[src/rtl/cop_ise_mc_if.sv]
// rtl/cop_ise_mc_if.sv - co-processor port bundle between RV32 host and Jambu ISE adapter
interface cop_ise_mc_if;
  logic        cop_valid;
  logic        cop_rdywr;
  logic        cop_ready;
  logic        cop_wait;
  logic        cop_wr;
  logic [31:0] cop_insn;
  logic [31:0] cop_rs1;
  logic [31:0] cop_rs2;
  logic [31:0] cop_rd;

  modport master (
    output cop_valid, cop_rdywr, cop_insn, cop_rs1, cop_rs2,
    input  cop_ready, cop_wait, cop_wr, cop_rd
  );

  modport slave (
    input  cop_valid, cop_rdywr, cop_insn, cop_rs1, cop_rs2,
    output cop_ready, cop_wait, cop_wr, cop_rd
  );
endinterface

[src/rtl/cop_ise_mc.sv]
// rtl/cop_ise_mc.sv - multi-cycle Jambu funnel-shift co-processor adapter
module cop_ise_mc #(
  parameter logic [2:0] ISE_V = 3'b111,
  parameter int         LAT   = 1
) (
  input  logic         cop_clk,
  input  logic         cop_rst,
  cop_ise_mc_if.slave  cop
);

  if (LAT < 1 || LAT > 8) begin : g_bad_lat
    $error("cop_ise_mc: LAT must be in 1..8");
  end

  localparam logic [2:0] CNT_INIT = (LAT > 1) ? 3'(LAT - 2) : 3'd0;

  typedef enum logic [1:0] {IDLE, EXEC, RESP} state_t;

  state_t      state;
  logic [2:0]  cnt;
  logic [31:0] rs1_q;
  logic [31:0] rs2_q;
  logic [4:0]  sh_q;
  logic        wait_q;
  logic        wr_q;

  logic [6:0]  funct;
  logic [6:0]  opc;
  logic        fsri_hit;
  logic        fsr_hit;
  logic        hit;
  logic [4:0]  sh_dec;
  logic        ready;
  logic        acc;
  logic [31:0] result;

  assign funct    = cop.cop_insn[31:25];
  assign opc      = cop.cop_insn[6:0];
  assign fsri_hit = ISE_V[1] && (opc == 7'b0101011) && (funct[6:5] == 2'b00);
  assign fsr_hit  = ISE_V[2] && (opc == 7'b1111011) && (funct[6:2] == 5'd0);
  assign hit      = fsri_hit | fsr_hit;

  always_comb begin
    sh_dec = funct[4:0];
    if (fsr_hit) begin
      case (funct[1:0])
        2'd0:    sh_dec = 5'd15;
        2'd1:    sh_dec = 5'd6;
        2'd2:    sh_dec = 5'd21;
        default: sh_dec = 5'd27;
      endcase
    end
  end

  // RESP frees the slot in the same cycle the host takes the write-back.
  assign ready = (state == IDLE) || ((state == RESP) && cop.cop_rdywr);
  assign acc   = cop.cop_valid && ready && hit;

  assign result = 32'({rs2_q, rs1_q} >> sh_q);

  assign cop.cop_ready = ready;
  assign cop.cop_wait  = wait_q;
  assign cop.cop_wr    = wr_q;
  assign cop.cop_rd    = wr_q ? result : 32'd0;

  always_ff @(posedge cop_clk) begin
    if (cop_rst) begin
      state  <= IDLE;
      cnt    <= 3'd0;
      rs1_q  <= 32'd0;
      rs2_q  <= 32'd0;
      sh_q   <= 5'd0;
      wait_q <= 1'b0;
      wr_q   <= 1'b0;
    end else if (acc) begin
      rs1_q <= cop.cop_rs1;
      rs2_q <= cop.cop_rs2;
      sh_q  <= sh_dec;
      if (LAT == 1) begin
        state  <= RESP;
        wait_q <= 1'b0;
        wr_q   <= 1'b1;
      end else begin
        state  <= EXEC;
        cnt    <= CNT_INIT;
        wait_q <= 1'b1;
        wr_q   <= 1'b0;
      end
    end else begin
      case (state)
        EXEC: begin
          if (cnt == 3'd0) begin
            state  <= RESP;
            wait_q <= 1'b0;
            wr_q   <= 1'b1;
          end else begin
            cnt <= cnt - 3'd1;
          end
        end
        RESP: begin
          if (cop.cop_rdywr) begin
            state <= IDLE;
            wr_q  <= 1'b0;
          end
        end
        default: ;
      endcase
    end
  end

endmodule

[src/flat_wrapper.sv]
// flat-port wrapper written by rule: the top's interface ports become plain ports
module cop_ise_mc_flat 
#(
  parameter logic [2:0] ISE_V = 3'b111,
  parameter int         LAT   = 1
)
  (cop_clk, cop_rst, cop_cop_valid, cop_cop_rdywr, cop_cop_insn, cop_cop_rs1, cop_cop_rs2, cop_cop_ready, cop_cop_wait, cop_cop_wr, cop_cop_rd);
  cop_ise_mc_if cop_i ();
  input  logic cop_clk;
  input  logic cop_rst;
  input wire logic [$bits(cop_i.cop_valid)-1:0] cop_cop_valid;
  input wire logic [$bits(cop_i.cop_rdywr)-1:0] cop_cop_rdywr;
  input wire logic [$bits(cop_i.cop_insn)-1:0] cop_cop_insn;
  input wire logic [$bits(cop_i.cop_rs1)-1:0] cop_cop_rs1;
  input wire logic [$bits(cop_i.cop_rs2)-1:0] cop_cop_rs2;
  output wire logic [$bits(cop_i.cop_ready)-1:0] cop_cop_ready;
  output wire logic [$bits(cop_i.cop_wait)-1:0] cop_cop_wait;
  output wire logic [$bits(cop_i.cop_wr)-1:0] cop_cop_wr;
  output wire logic [$bits(cop_i.cop_rd)-1:0] cop_cop_rd;
  assign cop_i.cop_valid = cop_cop_valid;
  assign cop_i.cop_rdywr = cop_cop_rdywr;
  assign cop_i.cop_insn = cop_cop_insn;
  assign cop_i.cop_rs1 = cop_cop_rs1;
  assign cop_i.cop_rs2 = cop_cop_rs2;
  assign cop_cop_ready = cop_i.cop_ready;
  assign cop_cop_wait = cop_i.cop_wait;
  assign cop_cop_wr = cop_i.cop_wr;
  assign cop_cop_rd = cop_i.cop_rd;
  cop_ise_mc #(.ISE_V(ISE_V), .LAT(LAT)) u_core (.cop_clk(cop_clk), .cop_rst(cop_rst), .cop(cop_i));
endmodule
[config.mk]
export PLATFORM = sky130hd
export DESIGN_NAME = cop_ise_mc_flat
export DESIGN_NICKNAME = d
export VERILOG_FILES = /design/src/rtl/cop_ise_mc_if.sv /design/src/rtl/cop_ise_mc.sv /design/src/flat_wrapper.sv
export SDC_FILE = /design/constraint.sdc
export NUM_CORES = 1
export LEC_CHECK = 0
export CAP_MARGIN = 40
export CORE_MARGIN = 5
export CORE_UTILIZATION = 40
export DETAILED_ROUTE_END_ITERATION = 6
export PLACE_DENSITY_LB_ADDON = 0.12
export SLEW_MARGIN = 0
export SYNTH_ARGS = -nofsm -noshare
export SYNTH_HDL_FRONTEND = slang
export SYNTH_SLANG_ARGS = --single-unit
[constraint.sdc]
create_clock -name cop_clk -period 2.7 [get_ports cop_clk]
set_clock_uncertainty 0.1 [all_clocks]
set_input_delay 0.675 -clock cop_clk [delete_from_list [all_inputs] [get_ports cop_clk]]
set_output_delay 0.675 -clock cop_clk [all_outputs]
set_load 0.05 [all_outputs]
==> results.yml <==
global_routing:
  grt_pass1_wl_um: 40390
  grt-ovfl-total: 0
  grt_pass1_vias: 7266
  grt_usage_pct: 28.01
  grt_max_degree: 36
  grt_antenna_before_repair: 0
sta:
  setup_viol: 32
  fin_setup_tns_ns: -16.54
  fmax_mhz: 302.7
  slew_violations: 0
  worstMarginPinSlew_ns: 0.5106
  fin_ws_ns: -0.6040
  rsz0062_at_grt: "true"
  finalCriticalPeriod_ns: 3.304
  finalHoldViolations: 0
  relSlewSlack_pct: 65.96
  finalCritPeriodShare_pct: 122.4
clock_network:
  ctsHoldBuffers: 0
  clock_path_buffers: 2
  cts_tree: "done"
  ctsRootBufferMaster: "clkbuf_16"
  cts_buffers: 9
  cts.clk_slew.worst_paths_ns: 0.06
  cts_max_level: 3
  clock_latency_ns: 0.34
  cts.sinks: 69
status:
  outcome: "complete, but fails checks"
  failed_checks: "negative setup slack"
yosys:
  ys_ff_latch: 69
  synth_cells: 716
  synth_xor_area_share_pct: 0
  syn-num-nets: 820
  synth_adder_area_share_pct: 0.7839
  synth_cell_types: 65
  synth_top_area_share_pct: 21.63
  syn_area_um2: 6385
  synthTopCellsByArea: "dfxtp_1 22%, mux4_2 16%, mux2i_1 8.3%, mux2_2 7.9%, nand3_1 6.7%"
  synth_compound_area_share_pct: 23.34
  synth_warnings: 0
  synth_top_area_cell: "dfxtp_1"
  synthMuxAreaShare_pct: 33.29
  synth_top_family_by_area: "multiplexers"
  async_flop_share_pct: 0
  syn_avg_cell_area_um2: 8.917
  seq_area_frac_synth_pct: 21.63
  yosys.area_share.simple_pct: 14.76
  synth_edf_count: 0
  synth_ff_type: "dfxtp_1"
critical_path:
  crit_chain: "buf_12, mux2_2, mux4_2, a222oi_1, nand3_2, buf_6"
  worst-r2r-cell-count: 6
  r2r-start: "u_core.state[1]$_SDFFE_PP0P_"
  critPathArrivalTime_ns: 2.53
  crit_required_ns: 1.92
  path_max_fanout: 11
  cp_num_buf_inv: 2
  crit_path_start_kind: "register"
  critPathTopFamily: "multiplexers"
  critPathMaxStageDelay_ns: 0.51
  critical_path_class: "reg2out"
  critPathCaptureType: "output port"
  cp_slowest_cell: "mux4_2"
  cp_num_cells: 6
  crit_start: "u_core.sh_q[1]$_SDFFE_PP0P_"
die:
  io_pins: 135
  die_h_um: 136.3
  start_util_pct: 40.49
  num_rows: 46
  die_w_um: 136.3
  die_area_um2: 18590
  core_area_um2: 15770
detailed_routing:
  dr.first_iter.drc_count: 527
  vias: 7144
  firstDrtPassIters: 5
  met3WireLength_um: 1460
  m1WireLength_um: 11050
  wl_um: 26200
  via_per_inst: 6.070
  top_layer: "met4"
  avgRoutedWirePerCell_um: 22.26
  drc: 0
  drtAntennaViolNets: 0
  wl_met2_um: 13090
layout:
  antenna_cells: 0
  area_growth_pct: 55.30
  fin_area_um2: 9916
  drive_above_1_share_pct: 41.42
  nets: 1060
placement:
  port_buffers: 114
  hpwl_um: 20660
  place_congestion: 0.9704
  placed_cell_area_um2: 9173
  pre_cts_slack_ns: -0.2997
power_and_ir_drop:
  ir_worst_vdd_mv: 0.2731
  leakagePower_nw: 3.828
  power_density_nw_per_um2: 257.0
min_path:
  hp-start: "u_core.rs1_q[1]$_SDFFE_PP0P_"
  min_path_cells: 2
  min_path_type: "reg2reg"
flow_run:
  maxCapViolations: 0
## metrics by stage
stage | power (mW) | cells | utilization (%) | hold WS [ns]
detailed placement | 1.262 | 1146 | 58.16 | 0.3804
global placement | 1.255 | 1146 | 58.16 | 0.3679
CTS | 2.565 | 1171 | 62.18 | 0.3886
floorplan | 1.109 | 716 | - | 0.3463
finish | 2.549 | 1177 | 62.88 | 0.3846
global route | 2.618 | 1177 | 62.88 | 0.4144
## tightest hold or removal path: cells and delay by family (launching register included)
family / cells / cell delay, ns
AO/OA/AOI/OAI: 2 / 0.13
flip-flops: 1 / 0.31
## where the power goes
| group | internal, mW | switching, mW | total, mW |
|---|---|---|---|
| Sequential | 1.02 | 0.00117 | 1.02 |
| Clock | 0.813 | 0.494 | 1.31 |
| Combinational | 0.131 | 0.0926 | 0.224 |
| Total | 1.96 | 0.588 | 2.55 |
## path summary, 6_finish.rpt
check / end / slack, ns
setup / recovery: cop_cop_rd[2] / -0.60
hold / removal: u_core.rs1_q[1]$_SDFFE_PP0P_ / 0.38
setup reg to reg: u_core.sh_q[2]$_SDFFE_PP0P_ / 0.56
hold reg to reg: u_core.rs1_q[1]$_SDFFE_PP0P_ / 0.38
## cell families after synthesis
| group | count (synthesis) |
|---|---|
| DFF | 69 |
| AOI/OAI and AO/OA | 234 |
| and+or+nand+nor | 181 |
| other | 1 |
| buffers and inverters | 80 |
| muxes | 147 |
| adders and majority gates | 4 |
## state kept, by name, indices dropped and copies added (netlist names)
signal,cells
u_core.rs2_q,31
u_core.state,1
u_core.rs1_q,32
u_core.sh_q,5
## timing repair
| item | CTS | global route |
|---|---|---|
| pin swaps | 27 | 11 |
| setup buffers | 9 | 6 |
| gates resized for setup | 61 | 11 |
| setup endpoints to repair | 32 | 32 |
## Yosys cell counts, types with 3 or more instances
cell / count
nand3_1: 86
dfxtp_1: 69
a21oi_1: 68
o21ai_0: 64
mux2i_1: 53
mux2_2: 45
mux4_2: 44
nand2_1: 37
clkbuf_1: 35
a22oi_1: 26
buf_2: 22
nor2_1: 18
a32oi_1: 11
o22ai_1: 10
o211ai_1: 9
a211o_1: 8
a2bb2oi_1: 8
inv_1: 7
buf_4: 6
o22a_1: 6
o2bb2ai_1: 6
nor3_1: 5
buf_1: 4
buf_6: 4
ha_1: 4
nand4_1: 4
nor2b_1: 4
and3b_1: 3
mux2_4: 3
nand2b_1: 3
## per-layer routing
| metal | vias to the layer above | GRT usage (%) |
|---|---|---|
| met5 | - | 0 |
| met3 | 42 | 4.441 |
| li1 | 3303 | - |
| met4 | 0 | 7.951 |
| met2 | 260 | 48.76 |
| met1 | 3539 | 35.86 |
## final cells by class
class | count | area (µm²)
tap | 216 | 270.3
clock buffer | 11 | 232.7
clock inverter | 5 | 85.08
fill | 1402 | 5854
sequential | 69 | 1391
inverter | 8 | 30.03
timing repair buffer | 301 | 2823
multi-input combinational | 567 | 5084
## cell usage in the layout (no fill, tap or decap), drive strengths merged, types with 3 or more instances in the layout
cell type,netlist,routed
dfxtp,69,69
a22oi,26,26
o22a,6,6
clkbuf,35,11
mux2i,53,53
buf,37,221
mux4,46,46
o211ai,9,9
o22ai,10,10
a32oi,11,11
a21oi,68,68
nand3,86,86
inv,8,8
nor2b,4,4
nand4,4,4
nor2,18,18
nor3,5,5
clkdlybuf4s50,0,80
ha,4,4
o2bb2ai,6,6
and3b,3,3
nand2b,3,3
mux2,48,48
o21ai,64,64
a211o,8,8
nand2,37,37
a2bb2oi,8,8
(Power assumes the default switching activity.)
